`src/rtl/pkt_packetizer.sv`:
```
`default_nettype none
// ============================================================================
// Module   : pkt_packetizer
// Purpose  : Wraps payload words in {dest, src, seq} headers and queues the
//            packets in an output FIFO. Define PKT_PARITY_EN to prepend an
//            even-parity MSB to every packet.
// Revision : 1.0 - initial release
// ============================================================================
module pkt_packetizer #(
  parameter int DATA_W   = 24,
  parameter int ADDR_W   = 4,
  parameter int SEQ_W    = 4,
  parameter int SRC_ID   = 0,
  parameter int NUM_DEST = 4,
  parameter int DEPTH    = 4,
`ifdef PKT_PARITY_EN
  localparam int PKT_W   = DATA_W + 2*ADDR_W + SEQ_W + 1
`else
  localparam int PKT_W   = DATA_W + 2*ADDR_W + SEQ_W
`endif
) (
  input  logic              clk,
  input  logic              reset,
  input  logic              data_in_valid,
  output logic              data_in_ready,
  input  logic [DATA_W-1:0] data_in,
  input  logic              dest_mode,
  input  logic [ADDR_W-1:0] dest_in,
  output logic              pkt_out_valid,
  input  logic              pkt_out_ready,
  output logic [PKT_W-1:0]  pkt_out,
  output logic              err_dest,
  output logic [15:0]       pkt_count
);

  localparam int c_PTR_W  = $clog2(DEPTH);
  localparam int c_BODY_W = DATA_W + 2*ADDR_W + SEQ_W;

  logic [PKT_W-1:0]   r_mem [DEPTH];
  logic [c_PTR_W-1:0] r_wr_ptr;
  logic [c_PTR_W-1:0] r_rd_ptr;
  logic [c_PTR_W:0]   r_count;
  logic [ADDR_W-1:0]  r_rr;
  logic [SEQ_W-1:0]   r_seq;
  logic               r_err;
  logic [15:0]        r_pkt_count;

  logic               w_full;
  logic               w_empty;
  logic               w_accept;
  logic               w_drop;
  logic               w_push;
  logic               w_pop;
  logic [ADDR_W-1:0]  w_dest;
  logic [c_BODY_W-1:0] w_body;
  logic [PKT_W-1:0]   w_pkt;

  assign w_full   = (r_count == (c_PTR_W+1)'(DEPTH));
  assign w_empty  = (r_count == '0);
  assign w_accept = data_in_valid && !w_full;
  // Extra MSB keeps the compare correct when NUM_DEST == 2**ADDR_W
  assign w_drop   = dest_mode && ({1'b0, dest_in} >= (ADDR_W+1)'(NUM_DEST));
  assign w_push   = w_accept && !w_drop;
  assign w_pop    = !w_empty && pkt_out_ready;
  assign w_dest   = dest_mode ? dest_in : r_rr;
  assign w_body   = {w_dest, ADDR_W'(SRC_ID), r_seq, data_in};

`ifdef PKT_PARITY_EN
  assign w_pkt = {^w_body, w_body};
`else
  assign w_pkt = w_body;
`endif

  always_ff @(posedge clk or posedge reset) begin
    if (reset) begin
      r_wr_ptr    <= '0;
      r_rd_ptr    <= '0;
      r_count     <= '0;
      r_rr        <= '0;
      r_seq       <= '0;
      r_err       <= 1'b0;
      r_pkt_count <= '0;
    end else begin
      r_err <= w_accept && w_drop;
      if (w_push) begin
        r_wr_ptr <= r_wr_ptr + c_PTR_W'(1);
        r_seq    <= r_seq + SEQ_W'(1);
      end
      if (w_pop) begin
        r_rd_ptr <= r_rd_ptr + c_PTR_W'(1);
        if (r_pkt_count != 16'hFFFF)
          r_pkt_count <= r_pkt_count + 16'd1;
      end
      case ({w_push, w_pop})
        2'b10:   r_count <= r_count + (c_PTR_W+1)'(1);
        2'b01:   r_count <= r_count - (c_PTR_W+1)'(1);
        default: r_count <= r_count;
      endcase
      if (w_accept && !dest_mode)
        r_rr <= (r_rr == ADDR_W'(NUM_DEST-1)) ? '0 : r_rr + ADDR_W'(1);
    end
  end

  // Storage needs no reset: the empty mux below hides stale entries
  always_ff @(posedge clk) begin
    if (w_push)
      r_mem[r_wr_ptr] <= w_pkt;
  end

  assign data_in_ready = !w_full;
  assign pkt_out_valid = !w_empty;
  assign pkt_out       = w_empty ? '0 : r_mem[r_rd_ptr];
  assign err_dest      = r_err;
  assign pkt_count     = r_pkt_count;

endmodule
`default_nettype wire

```
`config.mk`:
```
export PLATFORM = sky130hd
export DESIGN_NAME = pkt_packetizer
export DESIGN_NICKNAME = d
export VERILOG_FILES = /design/src/rtl/pkt_packetizer.sv
export SDC_FILE = /design/constraint.sdc
export NUM_CORES = 1
export LEC_CHECK = 0
export ABC_AREA = 1
export ABC_CLOCK_PERIOD_IN_PS = 2970
export CAP_MARGIN = 25
export CORE_MARGIN = 2
export CORE_UTILIZATION = 50
export CTS_BUF_LIST = sky130_fd_sc_hd__clkbuf_2
export CTS_CLUSTER_DIAMETER = 60
export CTS_CLUSTER_SIZE = 28
export DETAILED_ROUTE_END_ITERATION = 6
export PLACE_DENSITY = 0.73
export SETUP_SLACK_MARGIN = 0.1
export SYNTH_ARGS = -nofsm -noshare
export SYNTH_HDL_FRONTEND = slang
export SYNTH_SLANG_ARGS = --single-unit
```
`constraint.sdc`:
```
create_clock -name clk -period 2.97 [get_ports clk]
set_input_delay 0.297 -clock clk [delete_from_list [all_inputs] [get_ports clk]]
set_output_delay 0.297 -clock clk [all_outputs]
set_load 0.01 [all_outputs]
```
==> results.toml, run 1 <==
[min_path]
hold_depth = 3
worstHoldStart = "dest_in[2]"
holdPathEnd = "err_dest"
hold_class = "in -> reg"

[power]
irDropWorstVdd_mv = 0.392
power_uw = 7310
p_per_area_nw_per_um2 = 875
leakage_uw = 0.00323

[timing]
timing.hold.ws_ns = 0.163
hold_viol = 0
setup_tns_ns = 0
rsz0062_at_grt = "no"
final.setup_skew_ns = 0.0248
setup-violations-final = 0
drv_slew = 0
fmax_ghz = 0.385
max_slew_margin_pct = 57.7
period_minus_slack_ns = 2.60
fin_crit_sh_pct = 87.4
tightest_slew_ns = 0.628

[clock_network]
clock_latency_ns = 0.73
clk_path_buf_depth = 2
cts-htree-levels = 4
numClockSinks = 160
cts_tree = "built"
cts_root_buf = "clkbuf_2"
cts_buffers = 17
clkSlewWorstSetupHoldPaths_ns = 0.24

[synthesis]
synth_top_cell_area_share_pct = 55.5
async_flop_share_pct = 20.0
synth_edf_count = 128
synthFlopType = "edfxtp_1"
yosys.cell_types.count = 31
synth-seq-area-share_pct = 67.0
postSynthAreaPerCell_um2 = 10.9
synth_xor_area_share_pct = 1.52
syn_inst = 634
synth-compound-area-share_pct = 8.05
muxShareOfSynthArea_pct = 0
synth_top_area_cell = "edfxtp_1"
synth_top_family_by_area = "simple AND/OR/NAND/NOR gates"
ys_seq_elements = 160
yosysWarnings = 0
synth_area_leaders = "edfxtp_1 55%, dfrtp_1 12%, nor2_1 8.2%"
synth_fa_ha_area_share_pct = 1.73
synthesis.area_um2 = 6930
synth-simple-area-share_pct = 16.7

[placement]
place_congestion = 0.850
dp_hpwl_mm = 8.75
io_buffers = 83

[worst_setup_path]
worst_r2r_path_depth = 11
crit_start = "r_rd_ptr[0]"
worst-r2r-setup-slack_ns = 0.72
r2r-end = "r_count[2]"
cp-end-kind = "output pin"
crit_type = "reg -> out"
critPathLaunchType = "flop"
timing.rr.start = "r_count[0]"
critPathMaxFanout = 10
arrival_ns = 2.30
cp.required_ns = 2.67

[routing]
postRouteAntennaNets = 0
vias_per_cell = 5.18
drt_iter0_markers = 334
wl_per_cell_um = 15.6
routed_wl_mm = 14.4
first_pass_iters = 5
drc = 0
vias = 4777

[grt]
grt-ovfl-total = 0
grt_use_total_pct = 20.0
grt_pass1_wl_mm = 22.3
grt_max_degree = 34
grt_pass1_vias = 4622
antenna_found_initial = 0

[flow_run]
maxCapViolCount = 0

[layout]
drive_gt1_share_pct = 11.7
insertedDiodeCount = 0
post-route-util_pct = 60.9
layout.nets = 771
area_delta_synth_final_pct = 20.5

[die]
core_region_area_um2 = 13700
ios = 88
die_h_um = 122
placementRows = 43
die_area_um2 = 14800
die_x_um = 122
start_util_pct = 50.5

[status]
status = "completed"
-- worst max-delay path, stage by stage, from the launching register on --
cell and delay (ns):
dfrtp_4 0.55, buf_4 0.15, buf_4 0.17, nor2_1 0.06
nor2_1 0.07, o21ai_1 0.06, a21oi_1 0.21, dlygate4sd2_1 0.30
-- synthesized netlist by cell type (6+ instances only) --
cell      count
nor2_1      152
edfxtp_1    128
nand2_1      71
o21ai_0      49
inv_1        36
a21oi_1      35
dfrtp_1      32
o21ai_1      24
nand3_1      13
buf_4        11
nand4_1      10
buf_2         8
clkbuf_1      8
ha_1          8
nand2_2       7
nor2_2        7
xnor2_1       6
xor2_1        6
-- cells by family (layout without fill, tap and decap cells) --
| kind of cell | after synthesis | count (layout) |
|---|---|---|
| AND/OR/NAND/NOR | 271 | 271 |
| flip-flops | 160 | 160 |
| AO/OA/AOI/OAI | 110 | 110 |
| buffers and inverters | 71 | 176 |
| XOR/XNOR | 12 | 12 |
| adder cells (fa/ha/maj) | 9 | 9 |
| other | 1 | 4 |
-- layout make-up --
cell class	instances	area, µm²
clock buffer	17	85.1
clock inverter	15	159
fill	1101	5370
inverter	41	166
multi-input combinational	406	2000
sequential	160	4650
tap	180	225
timing repair buffer	103	1070
-- how the worst max path moves through the flow --
stage | endpoint | slack, ns | cells past startpoint
CTS | pkt_out[25] | 0.03 | 6
global placement | r_count[2] | 0.46 | 11
floorplan | r_mem[1][0] | 0.29 | 6
detailed placement | r_count[2] | 0.36 | 11
global route | pkt_out[17] | 0.15 | 7
finish | pkt_out[24] | 0.37 | 7
-- sequential cells by signal (all words and copies together), names as in the netlist --
| name | flops |
|---|---|
| r_count | 3 |
| r_rd_ptr | 2 |
| r_rr | 4 |
| r_mem | 128 |
| r_seq | 4 |
| r_wr_ptr | 2 |
| pkt_count | 16 |
| err_dest | 1 |
-- timing repair --
item / CTS / global route
pin swaps: 0 / 1
gates cloned: 1 / 0
resized for setup: 38 / 9
setup buffers: 6 / 0
hold endpoints to repair: 32 / 0
endpoints found under the setup margin: 32 / 8
hold buffers: 1 / 0
-- per-stage QoR --
| step | setup slack, ns | std cells | cell area (µm²) |
|---|---|---|---|
| after floorplan | 0.291 | 637 | 6940 |
| after global placement | 0.458 | 882 | 7990 |
| after detailed placement | 0.362 | 882 | 7990 |
| after CTS | 0.0334 | 922 | 8330 |
| after global routing | 0.153 | 922 | 8350 |
| final | 0.373 | 922 | 8350 |
-- where the power goes --
part,switching [µW],internal (µW),total [µW]
combinational,1800,1300,3100
clock,778,398,1180
sequential,220,2810,3030
total,2800,4510,7310
-- layout by cell type, fill, tap and decap left out, types with 24 or more instances in the layout --
master and instances:
edfxtp_1 128, o21ai_0 49, nor2_1 148, a21oi_1 33
clkdlybuf4s50_1 51, dlygate4sd2_1 24, nand2_1 71, dfrtp_1 31
inv_1 35, o21ai_1 24
-- per-layer routing --
metal	track usage [%]	vias to the layer above	routed length (µm)
li1	-	2326	-
met1	25.2	2297	6190
met2	33.1	134	7200
met3	4.68	20	764
met4	9.05	0	223
met5	0	-	0
Power figures use the tool's default switching activity.
==> run 2: changes to the inputs <==
Settings changed: ABC_CLOCK_PERIOD_IN_PS 2970 to 3150, CORE_UTILIZATION 50 to 55, PLACE_DENSITY 0.73 to 0.79.
Clock period 2.97 ns to 3.15 ns, I/O delays scaled along.
==> run 2 against run 1 <==
Net effect: via count up 0.65%; die area decreased by 8.8%; clock skew increased by 0.0066 ns; critical endpoint is now pkt_out[1]; largest cell class unchanged.
==> results.toml, run 2 (synthesis results as in run 1) <==
[status]
status = "completed"

[worst_setup_path]
r2r-end = "r_count[2]"
timing.rr.start = "r_count[0]"
critPathLaunchType = "flop"
timing.critical_path.buf_inv = 3
crit_type = "reg -> out"
arrival_ns = 2.53
worst_path_largest_cell_delay_ns = 0.59
worstPathCellList = "nor2_4 > nand2_4 > clkinvlp_4 > buf_4 > a21oi_1 > clkdlybuf4s50_1"
path_delay_family = "buffers and inverters"
cpMaxStageDelayCell = "clkdlybuf4s50_1"
critPathMaxFanout = 18
worst_r2r_path_depth = 11
worst-r2r-setup-slack_ns = 0.85
cp-end-kind = "output pin"
cp.required_ns = 2.83

[grt]
grt_use_total_pct = 22.0
grt-ovfl-total = 0
grt_max_degree = 66
antenna_found_initial = 0
grt_pass1_vias = 4706
grt_pass1_wl_mm = 22.4

[routing]
routed_wl_mm = 14.4
drc = 0
vias = 4808
postRouteAntennaNets = 0
vias_per_cell = 5.30
wl_per_cell_um = 15.9
first_pass_iters = 5
drt_iter0_markers = 404

[timing]
period_minus_slack_ns = 2.85
drv_slew = 0
max_slew_margin_pct = 40.7
fmax_ghz = 0.351
hold_viol = 0
rsz0062_at_grt = "yes"
final.setup_skew_ns = 0.0314
setup-violations-final = 0
setup_tns_ns = 0
fin_crit_sh_pct = 90.4
tightest_slew_ns = 0.888

[power]
leakage_uw = 0.00306
sequentialPowerShare_pct = 40.7
irDropWorstVdd_mv = 0.424
p_int_uw = 4470
clockPowerShare_pct = 15.8
power_uw = 7020
power.share.combinational_pct = 43.5
p_per_area_nw_per_um2 = 848
p_switching_uw = 2550
p_sw_share_pct = 36.3

[die]
start_util_pct = 55.6
die_area_um2 = 13500
ios = 88
placementRows = 41
die_h_um = 116
core_region_area_um2 = 12500
die_x_um = 116

[layout]
final_cell_mix = "148 x nor2_1, 128 x edfxtp_1, 83 x clkdlybuf4s50_1"
stdcell_count = 908
largest_reg_flops = 128
drive_gt1_share_pct = 10.9
final_area_um2 = 8270
layout.cells.most_common = "nor2_1"
area_delta_synth_final_pct = 19.4
regMostFlops = "r_mem"
insertedDiodeCount = 0
fill_cells = 947
layout.nets = 765
post-route-util_pct = 66.4

[placement]
dpl.cell_count = 873
place_congestion = 0.802
placed_cell_area_um2 = 7960
io_buffers = 83
dp_hpwl_mm = 9.03

[clock_network]
cts_buffers = 17
clk_path_buf_depth = 2
clkSlewWorstSetupHoldPaths_ns = 0.21
cts_tree = "built"
cts_root_buf = "clkbuf_2"
numClockSinks = 160
clock_latency_ns = 0.68
cts_hold_buffers = 0
cts-htree-levels = 4

[min_path]
hold_class = "in -> async"

[flow_run]
maxCapViolCount = 0
==> run 2: cell types whose count changed in the layout (fill, tap and decap cells not counted), sizes merged <==
cell | previous run | this run
dlymetal6s2s | 8 | 0
dlygate4sd3 | 1 | 0
clkinvlp | 3 | 4
clkdlybuf4s50 | 51 | 83
buf | 19 | 13
dlygate4sd2 | 24 | 0
bufinv | 2 | 3
inv | 44 | 39
clkbuf | 17 | 21
==> run 2: repair_timing <==
action                                  4_1_cts  5_1_grt
cloned                                        0        1
gates resized for setup                       4        4
buffers inserted                              1        1
endpoints found under the setup margin       31       18
==> run 2: worst reg2reg max path, stage by stage (launching register included) <==
cell and delay, ns:
dfrtp_1 0.48, nor2_4 0.17, nand2_2 0.08, nand2_2 0.12, nor2_4 0.08, inv_2 0.18
ha_1 0.19, inv_1 0.07, fa_1 0.38, a21oi_1 0.17, o21ai_0 0.13, xor2_1 0.16
==> run 2: metrics by stage <==
stage,setup slack (ns),hold slack (ns)
floorplan,0.471,0.414
detailed placement,0.491,0.524
global route,0.109,0.116
global placement,0.624,0.513
finish,0.303,0.0876
CTS,0.132,0.0631
==> run 2: worst max-delay path by stage <==
stage	depth (start not counted)	slack [ns]	start	endpoint
floorplan	6	0.47	r_count[0]	r_mem[0][0]
global placement	11	0.62	dest_mode	r_count[2]
detailed placement	11	0.49	dest_mode	r_count[2]
CTS	6	0.13	r_rd_ptr[0]	pkt_out[0]
global route	6	0.11	r_rd_ptr[0]	pkt_out[0]
finish	6	0.30	r_count[0]	pkt_out[1]
==> run 2: area by class of cell <==
cell class	instances	area (µm²)	area share, %
sequential	160	4650	56.2
timing repair buffer	97	1010	12.3
clock inverter	12	141	1.71
inverter	41	168	2.03
clock buffer	20	100	1.21
tap	172	215	2.60
multi-input combinational	406	1990	24.0
==> run 2: per-layer routing <==
layer  GRT usage (%)  wire [µm]  vias up
li1                -          -     2313
met1            26.9       6110     2326
met2            37.2       7270      146
met3            6.59        805       23
met4            8.49        217        0
met5               0          0        -
==> run 2: power by group through the flow <==
stage / Sequential [µW] / Combinational, µW / Clock [µW]
after floorplan: 2850 / 1700 / 0
after global placement: 2860 / 2850 / 0
after detailed placement: 2880 / 2970 / 0
after CTS: 2840 / 3010 / 1140
after global routing: 2890 / 3350 / 1220
final: 2860 / 3050 / 1110
==> run 3: changes to the inputs <==
Settings changed: ABC_CLOCK_PERIOD_IN_PS 3150 to 2500, CORE_UTILIZATION 55 to 52.
Clock period 3.15 ns to 2.5 ns, I/O delays scaled along.
==> run 3 against run 2 <==
Net effect: global-route usage up 0.077 points; die area up 5.6%; setup slack worse by 0.22 ns; final cell count up 2.8%; core utilization up 1.6 points.
==> results.toml, run 3 (synthesis results as in run 1) <==
[status]
status = "completed"

[routing]
drt_iter0_markers = 672
first_pass_iters = 5
routed_wl_mm = 17.1
vias = 5117
wl_per_cell_um = 18.4
postRouteAntennaNets = 0
vias_per_cell = 5.48
drc = 0

[placement]
placed_cell_area_um2 = 8030
io_buffers = 83
place_congestion = 0.831
dp_hpwl_mm = 8.86

[layout]
fill_cells = 931
final_area_um2 = 8930
post-route-util_pct = 68.0
layout.cells.most_common = "edfxtp_1"
layout.nets = 786
drive_gt1_share_pct = 28.0
largest_reg_flops = 128
regMostFlops = "r_mem"
final_cell_mix = "128 x edfxtp_1, 91 x nor2_1, 71 x nand2_1"
area_delta_synth_final_pct = 28.9
seq_area_um2 = 4650
multiInputGateArea_um2 = 2350
insertedDiodeCount = 0

[flow_run]
maxCapViolCount = 0

[timing]
tightest_slew_ns = 0.538
rsz0062_at_grt = "yes"
timing.hold.ws_ns = 0.0842
setup_tns_ns = 0
fmax_ghz = 0.414
hold_viol = 0
drv_slew = 0
setup-violations-final = 0
fin_crit_sh_pct = 96.6
final.setup_skew_ns = 0.0323
period_minus_slack_ns = 2.41
max_slew_margin_pct = 63.7

[clock_network]
clkSlewWorstSetupHoldPaths_ns = 0.22
clock_latency_ns = 0.76
cts-htree-levels = 4
cts_buffers = 17
numClockSinks = 160
cts_tree = "built"
cts_root_buf = "clkbuf_2"
clk_path_buf_depth = 2

[worst_setup_path]
cp-end-kind = "output pin"
critPathLaunchType = "flop"
arrival_ns = 2.16
worst-r2r-setup-slack_ns = 0.38
crit_type = "reg -> out"
cp.required_ns = 2.25
critPathMaxFanout = 8

[grt]
grt_use_total_pct = 22.1
grt_pass1_wl_mm = 24.0
grt_pass1_vias = 4779
grt_max_degree = 34
grt-ovfl-total = 0
antenna_found_initial = 0

[die]
placementRows = 42
die_h_um = 119
start_util_pct = 52.8
die_area_um2 = 14300
ios = 88
die_x_um = 119
core_region_area_um2 = 13100

[power]
irDropWorstVdd_mv = 0.497
leakage_uw = 0.00331
p_per_area_nw_per_um2 = 1120
power_uw = 10000

[min_path]
hold_class = "in -> reg"
-- run 3: path summary, 6_finish.rpt --
| kind | endpoint | cells past startpoint | from |
|---|---|---|---|
| max | pkt_out[11] | 7 | r_rd_ptr[0] |
| min | err_dest | 3 | dest_in[2] |
| max reg2reg | r_count[2] | 11 | r_count[0] |
| min reg2reg | r_count[0] | 1 | r_count[0] |
| max in group asynchronous | r_rd_ptr[0] | 4 | reset |
| min in group asynchronous | r_wr_ptr[0] | 4 | reset |
-- run 3: worst max-delay path: stages, from the launching register on --
cell	delay, ns
dfrtp_4	0.51
buf_12	0.15
buf_12	0.15
nor2_4	0.03
nor2_1	0.12
o21ai_1	0.11
a21oi_2	0.19
buf_2	0.16
-- run 3: final cells by class --
type	count	share of cell area, %
sequential	160	52.1
multi-input combinational	406	26.3
timing repair buffer	118	14.3
tap	176	2.47
clock inverter	12	1.86
inverter	41	1.85
clock buffer	20	1.12
-- run 3: stage by stage --
step,setup slack (ns),cells
6_report,0.0857,933
5_1_grt,-0.0361,933
4_1_cts,0.0343,924
3_5_place_dp,0.248,880
3_3_place_gp,0.325,880
2_1_floorplan,-0.179,637
-- run 3: power by group --
group          internal (µW)  switching (µW)  total, µW
registers               3350             281       3630
logic                   2100            2770       4870
clock network            658             883       1540
total                   6110            3930      10000
-- run 3: repair_timing --
action,CTS,global route
endpoints found under the hold margin,32,0
hold buffers,1,0
pin swaps,16,40
endpoints found under the setup margin,32,32
resized for setup,155,141
cloned,1,8
buffers inserted,10,1
-- run 3: routing by layer --
metal	track usage, %	wire length [µm]
met4	6.69	287
met3	4.65	1130
met5	0	0
met1	28.6	6820
met2	37.8	8900
